$ cat src/rtl/apb_sram_arb_if.sv
// Requester handshake and APB master bus bundle for apb_sram_arb.
// master = arbiter side, slave = requesters plus SRAM slave side.
interface apb_sram_arb_if #(
  parameter int unsigned NUM_REQ = 2,
  parameter int unsigned ADDR_W  = 12,
  parameter int unsigned DATA_W  = 32
);
  logic [NUM_REQ-1:0]        req;
  logic [NUM_REQ-1:0]        req_write;
  logic [NUM_REQ*ADDR_W-1:0] req_addr;
  logic [NUM_REQ*DATA_W-1:0] req_wdata;
  logic [NUM_REQ-1:0]        done;
  logic                      err;
  logic [DATA_W-1:0]         rdata;
  logic                      psel;
  logic                      penable;
  logic [ADDR_W-1:0]         paddr;
  logic                      pwrite;
  logic [DATA_W-1:0]         pwdata;
  logic [DATA_W-1:0]         prdata;
  logic                      pready;

  modport master (
    input  req, req_write, req_addr, req_wdata, prdata, pready,
    output done, err, rdata, psel, penable, paddr, pwrite, pwdata
  );

  modport slave (
    output req, req_write, req_addr, req_wdata, prdata, pready,
    input  done, err, rdata, psel, penable, paddr, pwrite, pwdata
  );
endinterface

$ cat src/rtl/apb_sram_arb.sv
// Round-robin arbiter + APB master sharing one APB SRAM slave between NUM_REQ requesters.
// Optional ACCESS watchdog enabled by defining APB_SRAM_ARB_TIMEOUT_EN.
module apb_sram_arb #(
  parameter int unsigned NUM_REQ     = 2,
  parameter int unsigned ADDR_W      = 12,
  parameter int unsigned DATA_W      = 32,
  parameter int unsigned TIMEOUT_CYC = 64
) (
  input  logic           clk,
  input  logic           rst,
  apb_sram_arb_if.master bus
);
  localparam int unsigned IDX_W = $clog2(NUM_REQ);

  if (NUM_REQ < 2 || NUM_REQ > 8 || TIMEOUT_CYC < 1) begin : g_param_check
    $error("apb_sram_arb: NUM_REQ must be 2..8 and TIMEOUT_CYC >= 1");
  end

  typedef enum logic [1:0] {IDLE, SETUP, ACCESS} state_t;

  state_t              state;
  logic [IDX_W-1:0]    winner;
  logic [IDX_W-1:0]    rr_ptr;
  logic                psel_q;
  logic                penable_q;
  logic [ADDR_W-1:0]   paddr_q;
  logic                pwrite_q;
  logic [DATA_W-1:0]   pwdata_q;
  logic [DATA_W-1:0]   rdata_q;

  logic                any_c;
  logic [IDX_W-1:0]    pick_c;
  logic [IDX_W-1:0]    idx_c;
  logic [ADDR_W-1:0]   addr_c;
  logic [DATA_W-1:0]   wdata_c;
  logic                complete_c;
  logic                timeout_c;
  logic                finish_c;
  logic [IDX_W-1:0]    next_ptr_c;
  logic [NUM_REQ-1:0]  done_c;

  // First set req bit searching upward from rr_ptr, wrapping modulo NUM_REQ.
  always_comb begin
    any_c  = 1'b0;
    pick_c = rr_ptr;
    idx_c  = '0;
    for (int unsigned k = 0; k < NUM_REQ; k++) begin
      idx_c = IDX_W'((32'(rr_ptr) + k) % NUM_REQ);
      if (!any_c && bus.req[idx_c]) begin
        any_c  = 1'b1;
        pick_c = idx_c;
      end
    end
  end

  assign addr_c     = bus.req_addr[32'(pick_c)*ADDR_W +: ADDR_W];
  assign wdata_c    = bus.req_wdata[32'(pick_c)*DATA_W +: DATA_W];
  assign complete_c = (state == ACCESS) && bus.pready;
  assign finish_c   = complete_c || timeout_c;
  assign next_ptr_c = (winner == IDX_W'(NUM_REQ - 1)) ? '0 : winner + IDX_W'(1);

`ifdef APB_SRAM_ARB_TIMEOUT_EN
  localparam int unsigned TO_W = $clog2(TIMEOUT_CYC + 1);
  logic [TO_W-1:0] to_cnt;

  // Fires on the ACCESS cycle whose increment would reach TIMEOUT_CYC; pready wins.
  assign timeout_c = (state == ACCESS) && !bus.pready && (to_cnt == TO_W'(TIMEOUT_CYC - 1));

  always_ff @(posedge clk) begin
    if (rst || state == SETUP) begin
      to_cnt <= '0;
    end else if (state == ACCESS && !bus.pready) begin
      to_cnt <= to_cnt + TO_W'(1);
    end
  end
`else
  assign timeout_c = 1'b0;
`endif

  always_comb begin
    done_c = '0;
    if (finish_c) begin
      done_c[winner] = 1'b1;
    end
  end

  always_ff @(posedge clk) begin
    if (rst) begin
      state     <= IDLE;
      winner    <= '0;
      rr_ptr    <= '0;
      psel_q    <= 1'b0;
      penable_q <= 1'b0;
      paddr_q   <= '0;
      pwrite_q  <= 1'b0;
      pwdata_q  <= '0;
      rdata_q   <= '0;
    end else begin
      case (state)
        IDLE: begin
          if (any_c) begin
            winner   <= pick_c;
            paddr_q  <= addr_c;
            pwrite_q <= bus.req_write[pick_c];
            pwdata_q <= wdata_c;
            psel_q   <= 1'b1;
            state    <= SETUP;
          end
        end
        SETUP: begin
          penable_q <= 1'b1;
          state     <= ACCESS;
        end
        ACCESS: begin
          if (finish_c) begin
            psel_q    <= 1'b0;
            penable_q <= 1'b0;
            rr_ptr    <= next_ptr_c;
            state     <= IDLE;
            if (complete_c && !pwrite_q) begin
              rdata_q <= bus.prdata;
            end
          end
        end
        default: begin
          psel_q    <= 1'b0;
          penable_q <= 1'b0;
          state     <= IDLE;
        end
      endcase
    end
  end

  assign bus.done    = done_c;
  assign bus.err     = timeout_c;
  assign bus.rdata   = rdata_q;
  assign bus.psel    = psel_q;
  assign bus.penable = penable_q;
  assign bus.paddr   = paddr_q;
  assign bus.pwrite  = pwrite_q;
  assign bus.pwdata  = pwdata_q;
endmodule

$ cat src/flat_wrapper.sv
// flat-port wrapper written by rule: the top's interface ports become plain ports
module apb_sram_arb_flat 
#(
  parameter int unsigned NUM_REQ     = 2,
  parameter int unsigned ADDR_W      = 12,
  parameter int unsigned DATA_W      = 32,
  parameter int unsigned TIMEOUT_CYC = 64
)
  (clk, rst, bus_req, bus_req_write, bus_req_addr, bus_req_wdata, bus_prdata, bus_pready, bus_done, bus_err, bus_rdata, bus_psel, bus_penable, bus_paddr, bus_pwrite, bus_pwdata);
  apb_sram_arb_if #(.NUM_REQ(NUM_REQ), .ADDR_W(ADDR_W), .DATA_W(DATA_W)) bus_i ();
  input  logic clk;
  input  logic rst;
  input wire logic [$bits(bus_i.req)-1:0] bus_req;
  input wire logic [$bits(bus_i.req_write)-1:0] bus_req_write;
  input wire logic [$bits(bus_i.req_addr)-1:0] bus_req_addr;
  input wire logic [$bits(bus_i.req_wdata)-1:0] bus_req_wdata;
  input wire logic [$bits(bus_i.prdata)-1:0] bus_prdata;
  input wire logic [$bits(bus_i.pready)-1:0] bus_pready;
  output wire logic [$bits(bus_i.done)-1:0] bus_done;
  output wire logic [$bits(bus_i.err)-1:0] bus_err;
  output wire logic [$bits(bus_i.rdata)-1:0] bus_rdata;
  output wire logic [$bits(bus_i.psel)-1:0] bus_psel;
  output wire logic [$bits(bus_i.penable)-1:0] bus_penable;
  output wire logic [$bits(bus_i.paddr)-1:0] bus_paddr;
  output wire logic [$bits(bus_i.pwrite)-1:0] bus_pwrite;
  output wire logic [$bits(bus_i.pwdata)-1:0] bus_pwdata;
  assign bus_i.req = bus_req;
  assign bus_i.req_write = bus_req_write;
  assign bus_i.req_addr = bus_req_addr;
  assign bus_i.req_wdata = bus_req_wdata;
  assign bus_i.prdata = bus_prdata;
  assign bus_i.pready = bus_pready;
  assign bus_done = bus_i.done;
  assign bus_err = bus_i.err;
  assign bus_rdata = bus_i.rdata;
  assign bus_psel = bus_i.psel;
  assign bus_penable = bus_i.penable;
  assign bus_paddr = bus_i.paddr;
  assign bus_pwrite = bus_i.pwrite;
  assign bus_pwdata = bus_i.pwdata;
  apb_sram_arb #(.NUM_REQ(NUM_REQ), .ADDR_W(ADDR_W), .DATA_W(DATA_W), .TIMEOUT_CYC(TIMEOUT_CYC)) u_core (.clk(clk), .rst(rst), .bus(bus_i));
endmodule
$ cat config.mk
export PLATFORM = sky130hd
export DESIGN_NAME = apb_sram_arb_flat
export DESIGN_NICKNAME = d
export VERILOG_FILES = /design/src/rtl/apb_sram_arb_if.sv /design/src/rtl/apb_sram_arb.sv /design/src/flat_wrapper.sv
export SDC_FILE = /design/constraint.sdc
export NUM_CORES = 1
export LEC_CHECK = 0
export CORE_MARGIN = 2
export CORE_UTILIZATION = 25
export CTS_BUF_LIST = sky130_fd_sc_hd__clkbuf_16
export DETAILED_ROUTE_END_ITERATION = 8
export PLACE_DENSITY_LB_ADDON = 0.08
export SLEW_MARGIN = 20
export SYNTH_ARGS = -nofsm -noshare
export SYNTH_HDL_FRONTEND = slang
export SYNTH_SLANG_ARGS = --single-unit
$ cat constraint.sdc
create_clock -name clk -period 1.7 [get_ports clk]
set_input_delay 0.34 -clock clk [delete_from_list [all_inputs] [get_ports clk]]
set_output_delay 0.34 -clock clk [all_outputs]
set_load 0.1 [all_outputs]
==> results of run 1 <==
-- synthesized netlist by cell type, types with 2 or more instances --
| master | n |
|---|---|
| nor3_1 | 2 |
| a2111oi_0 | 36 |
| nor4_1 | 45 |
| a2111oi_2 | 11 |
| dfxtp_1 | 83 |
| buf_2 | 23 |
| a21oi_1 | 80 |
| nor3b_1 | 2 |
| buf_1 | 4 |
| inv_2 | 2 |
| nor2_1 | 4 |
| inv_1 | 3 |
| a2111oi_1 | 43 |
| buf_6 | 7 |
| o21ai_0 | 2 |
| nand2_1 | 67 |
| clkbuf_1 | 31 |
-- timing repair --
item	in CTS	in global routing
pin swaps	2	1
gates resized for setup	5	1
setup buffers	1	1
setup endpoints to repair	3	4
hold buffers	0	0
-- stage by stage --
stage          TNS [ns]  hold slack [ns]
5_1_grt               0            0.507
6_report              0            0.492
3_3_place_gp      -1.41            0.479
2_1_floorplan   -0.0566            0.476
4_1_cts               0            0.494
3_5_place_dp      -3.18            0.485
-- layer usage --
layer	part of all wire [%]	vias to the layer above	global-route usage, %
met2	47	169	30.5
li1	-	2126	-
met4	2.0	0	7.27
met1	43	2136	22.4
met5	0	-	0
met3	7.9	23	5.82
-- path summary, 6_finish.rpt --
check,end,cells past startpoint
worst max-delay path,bus_done[1],3
worst min-delay path,u_core.bus.rdata[21],2
worst max register to register,u_core.bus.pwdata[29],4
worst min register to register,u_core.bus.rdata[21],2
-- layout make-up --
type	instances	share of cell area, %
clock buffers	9	3.01
multi-input cells	300	26.8
inverters	5	0.285
clock inverters	7	1.26
well taps	216	3.62
repair buffers	230	42.7
flip-flops and latches	83	22.3
-- cells by family (layout without fill, tap and decap cells) --
kind of cell / Yosys count / after routing / synth area share (%)
other cells: 1 / 1 / 0.0945
simple gates: 124 / 124 / 15.3
buf+inv: 71 / 251 / 8.86
flops: 83 / 83 / 41.9
compound gates: 175 / 175 / 33.9
-- flip-flops by register name, summed over array words and instances (netlist names) --
| signal | cells |
|---|---|
| u_core.bus.paddr | 12 |
| u_core.bus.pwdata | 32 |
| u_core.bus.pwrite | 1 |
| u_core.rr_ptr | 1 |
| u_core.state | 2 |
| u_core.bus.rdata | 32 |
| u_core.bus.psel | 1 |
| u_core.bus.penable | 1 |
| u_core.winner | 1 |
-- worst max-delay path: stages, from the launching register on --
cell	delay, ns
dfxtp_1	0.30
buf_4	0.18
nor3b_4	0.26
buf_12	0.21
-- power groups by stage --
| stage | clock, mW | sequential (mW) | combinational (mW) |
|---|---|---|---|
| after detailed placement | 0 | 2.33 | 2.85 |
| after floorplan | 0 | 3.34 | 0.613 |
| final | 2.12 | 2.29 | 2.85 |
| after CTS | 2.19 | 2.29 | 2.86 |
| after global routing | 2.26 | 2.31 | 2.96 |
| after global placement | 0 | 2.33 | 2.83 |
==> metrics.txt, run 1 <==
synthesized instance count 454; DRC Markers 0; Post-Syn Nets 581; placed cell area 7130 um2; Mapped Avg Cell Area about 9 um2; Int Power ~4.5 mW; Setup violations, final 0; Synth area leaders dfxtp_1, a2111oi_1, a21oi_1; total grt overflow 0; final layout net count 756; Final ANT Viol Nets 0; Fmax 610 MHz; Ports 209; Post-Layout Cell Count 850; Tmin final ~1.6 ns; Ys Warns 0; TritonCTS Buffers 9; Gate power share approximately two fifths; Total Routed Length 15,900 um; HPWL after DPL 10,300 um; clk_lat worst skew 0.34 ns; Site Rows between 40 and 50; CTS H-tree depth 3; Flop pwr share a little under a third; Setup crit start u_core.state[0]; initial antenna violation count 0; Via density 5.24; cell area after layout about 7500 um2; placed cell count about 830; Setup CP Type flip-flop to output pin; Crit. End Element output pin; Critical Path RT 1.36 ns; Starting Density 25.3%; wire per inst 18.7 um; clk slew on worst S/H paths 0.07 ns; die area 16,900 um2; FFs w/ async S/R, synth 0%; ratio of cells with drive above 1 in the final layout between 20% and 30%; Final Hold Vio Count 0; final worst slack 0.0605 ns; status finished clean; Cell Area, Synth 3970 um2; Worst EP arrival ~1.3 ns; P per Cell Area slightly below 1000 nW/um2; Final Power 7.26 mW; Max Transition Viols Final 0; relative slew slack 65.7%; unrepaired setup endpoints after global routing no; FF+latch area approximately 1700 um2; Final period util a little over nine tenths; top-area cell type share of the netlist area roughly two fifths; Max Cap Viol 0; HP Start u_core.bus.rdata[21]; leakage ~2.5 nW; worst r2r src u_core.state[1]; Fillers around 1,500; core area between 15,000 and 20,000 um2; Post-synth EDFFs 0; reg-to-reg slack, setup about 0.10 ns; Yosys reg bits 83; Diodes inserted 0; post-placement setup slack -0.127 ns; number of DRC markers in iteration 0 197; CP Launch Type flip-flop; CTS tree built; vias in the first global route 4,474; via count between 4,000 and 5,000; post-synthesis cell type count 26; Die H about 130 um; first-pass GRT wire length 24,400 um; clock root cell clkbuf_16; Worst Tran Pin Value 0.502 ns; worst hold path class flip-flop to flip-flop; Sink Count 83; CTS max path bufs 2; Die W 130 um; commonest non-fill, non-tap cells in the layout clkdlybuf4s50_1, buf_12, a21oi_1, dfxtp_1, nand2_1; post-layout util 47.6%; Seq/Total Area, Yosys 41.9%; Sw Ratio 38.1%; net switching power figure 2.76 mW; clock power share 29.2%; area of the multi-input gates 2010 um2; post-synth top area cell dfxtp_1; ys flop type dfxtp_1; Critical Path Fanout Max 10; maximum vdd ir drop roughly 530 uV; area delta synth->final 88.2%; RD Place Congestion 0.743; drt first pass iters 4; gr usage total 18.5%; Buffers on Ports 207; commonest non-fill, non-tap cell in the layout clkdlybuf4s50_1; clock skew 0.00411 ns; largest net degree at the start of global routing 84
Note: power is estimated with default switching activity, not from simulation.
==> run 2: changes to the inputs <==
--- a/config.mk
+++ b/config.mk
@@ -11,5 +11,5 @@
 export DETAILED_ROUTE_END_ITERATION = 8
 export PLACE_DENSITY_LB_ADDON = 0.08
-export SLEW_MARGIN = 20
+export SLEW_MARGIN = 30
 export SYNTH_ARGS = -nofsm -noshare
 export SYNTH_HDL_FRONTEND = slang
==> constraint.sdc (replaced) <==
create_clock -name clk -period 1.7 [get_ports clk]
set_input_delay 0.255 -clock clk [delete_from_list [all_inputs] [get_ports clk]]
set_output_delay 0.255 -clock clk [all_outputs]
set_load 0.1 [all_outputs]
==> metrics.txt, run 2 (synthesis results as in run 1) <==
status finished clean; CP Launch Type flip-flop; drt first pass iters 4 (unchanged); leakage 2.48 nW (-1.7%); unrepaired setup endpoints after global routing no; Die W 130 um (unchanged); R2R Path End u_core.bus.pwdata[9]; Total Routed Length 15,600 um (-1.7%); total grt overflow 0 (unchanged); Via density 5.24 (about the same); commonest non-fill, non-tap cell in the layout clkdlybuf4s50_1; wire per inst 18.4 um (-1.6%); CTS tree built; TritonCTS Buffers 9 (unchanged); Setup CP Type flip-flop to output pin; Max Cap Viol 0 (unchanged); Critical Path End bus_done[1]; commonest non-fill, non-tap cells in the layout clkdlybuf4s50_1, buf_12, a21oi_1, dfxtp_1, nand2_1; Ports 209 (unchanged); gr usage total 18.3% (-0.19 points); clk_lat worst skew 0.34 ns (about the same); CTS Hold Bufs 0 (unchanged); Crit. End Element output pin; CTS max path bufs 2 (unchanged); number of DRC markers in iteration 0 264 (+34%); Critical Path Fanout Max 7 (-3); Diodes inserted 0 (unchanged); largest net degree at the start of global routing 84 (unchanged); Final ANT Viol Nets 0 (unchanged); reg-to-reg slack, setup 0.17 ns (+0.07 ns); clock skew 0.00556 ns (+0.00145 ns); maximum vdd ir drop 470 uV (-12%); first-pass GRT wire length 24,200 um (-0.57%); via count 4,448 (-0.13%); worst r2r src u_core.state[0]; Buffers on Ports 207 (unchanged); initial antenna violation count 0 (unchanged); Final Power 6.90 mW (-4.9%); Final period util 93.4% (-3.0 points); Max Transition Viols Final 0 (unchanged); Fmax 629 MHz (+3.2%); area delta synth->final 85.4%; Critical Path RT 1.44 ns (+0.08 ns); die area 16,900 um2 (unchanged); core area 15,700 um2 (unchanged); Starting Density 25.3% (unchanged); CTS H-tree depth 3 (unchanged); Setup crit start u_core.state[1]; Fillers 1,457 (-2.0%); P per Cell Area 937 nW/um2 (-3.5%); ratio of cells with drive above 1 in the final layout 22.6% (-0.28 points); clock root cell clkbuf_16; Worst EP arrival 1.33 ns (+0.03 ns); final layout net count 755 (-0.13%); clk slew on worst S/H paths 0.06 ns (about the same); Tmin final 1.59 ns (-0.0509 ns); HPWL after DPL 10,200 um (-1.7%); TNS Setup 0 ns (unchanged); Site Rows 46 (unchanged); Die H 130 um (unchanged); hold-critical path depth 4 (+2); Sink Count 83 (unchanged); Worst R2R Path Depth 4 (unchanged); Setup violations, final 0 (unchanged); vias in the first global route 4,507 (+0.74%); RD Place Congestion 0.767 (+3.3%); DRC Markers 0 (unchanged); Final Hold Vio Count 0 (unchanged); worst hold path class input port to flip-flop
-- run 2: changes by cell type in the layout (fill, tap and decap cells not counted), sizes merged --
cell	previous run	this run
bufinv	2	0
dlymetal6s2s	0	1
inv	6	5
dlygate4sd2	1	0
buf	107	106
clkinv	3	6
-- run 2: layer usage --
metal / share of wire (%) / track usage, %
met1: 43 / 22.3
met2: 48 / 30.1
met3: 7.6 / 5.62
met4: 2.2 / 7.40
met5: 0 / 0
-- run 2: stage by stage --
stage / std cells / setup slack [ns] / cell area [um2] / utilization [%] / hold slack, ns
after global placement: 833 / 0.0151 / 7090 / 45.1 / 0.478
after CTS: 849 / 0.0175 / 7350 / 46.8 / 0.432
final: 849 / 0.111 / 7360 / 46.8 / 0.366
after global routing: 849 / 0.0101 / 7360 / 46.8 / 0.408
after detailed placement: 833 / -0.0136 / 7090 / 45.1 / 0.485
after floorplan: 454 / 0.0284 / 3990 / - / 0.391
-- run 2: worst max-delay path: stages, from the launching register on --
cell and delay, ns:
dfxtp_2 0.33, buf_6 0.12, nand2_2 0.09, nor3b_4 0.24, buf_12 0.21
-- run 2: cell type report --
type                       instances  area (um2)  area share [%]
inverter                           5        21.3           0.289
tap                              216         270            3.67
sequential                        83        1670            22.6
multi-input combinational        300        2000            27.2
clock buffer                       9         225            3.06
clock inverter                     7        35.0           0.476
timing repair buffer             229        3140            42.6
-- run 2: timing repair --
item,4_1_cts,5_1_grt
endpoints found under the setup margin,1,30
resized for setup,1,5
setup buffers,0,0
pin swaps,1,1
-- run 2: worst min path at each step --
| stage | startpoint | to |
|---|---|---|
| 6_report | bus_pready | u_core.state[1] |
| 5_1_grt | bus_pready | u_core.state[1] |
| 3_5_place_dp | u_core.bus.psel | u_core.bus.psel |
| 3_3_place_gp | u_core.bus.rdata[20] | u_core.bus.rdata[20] |
| 4_1_cts | rst | u_core.bus.rdata[4] |
| 2_1_floorplan | bus_prdata[0] | u_core.bus.rdata[0] |
-- run 2: where the power goes --
group,total [mW],switching [mW],internal (mW)
clock,1.78,0.811,0.969
combinational,2.83,1.75,1.09
sequential,2.29,0.176,2.11
total,6.90,2.73,4.17
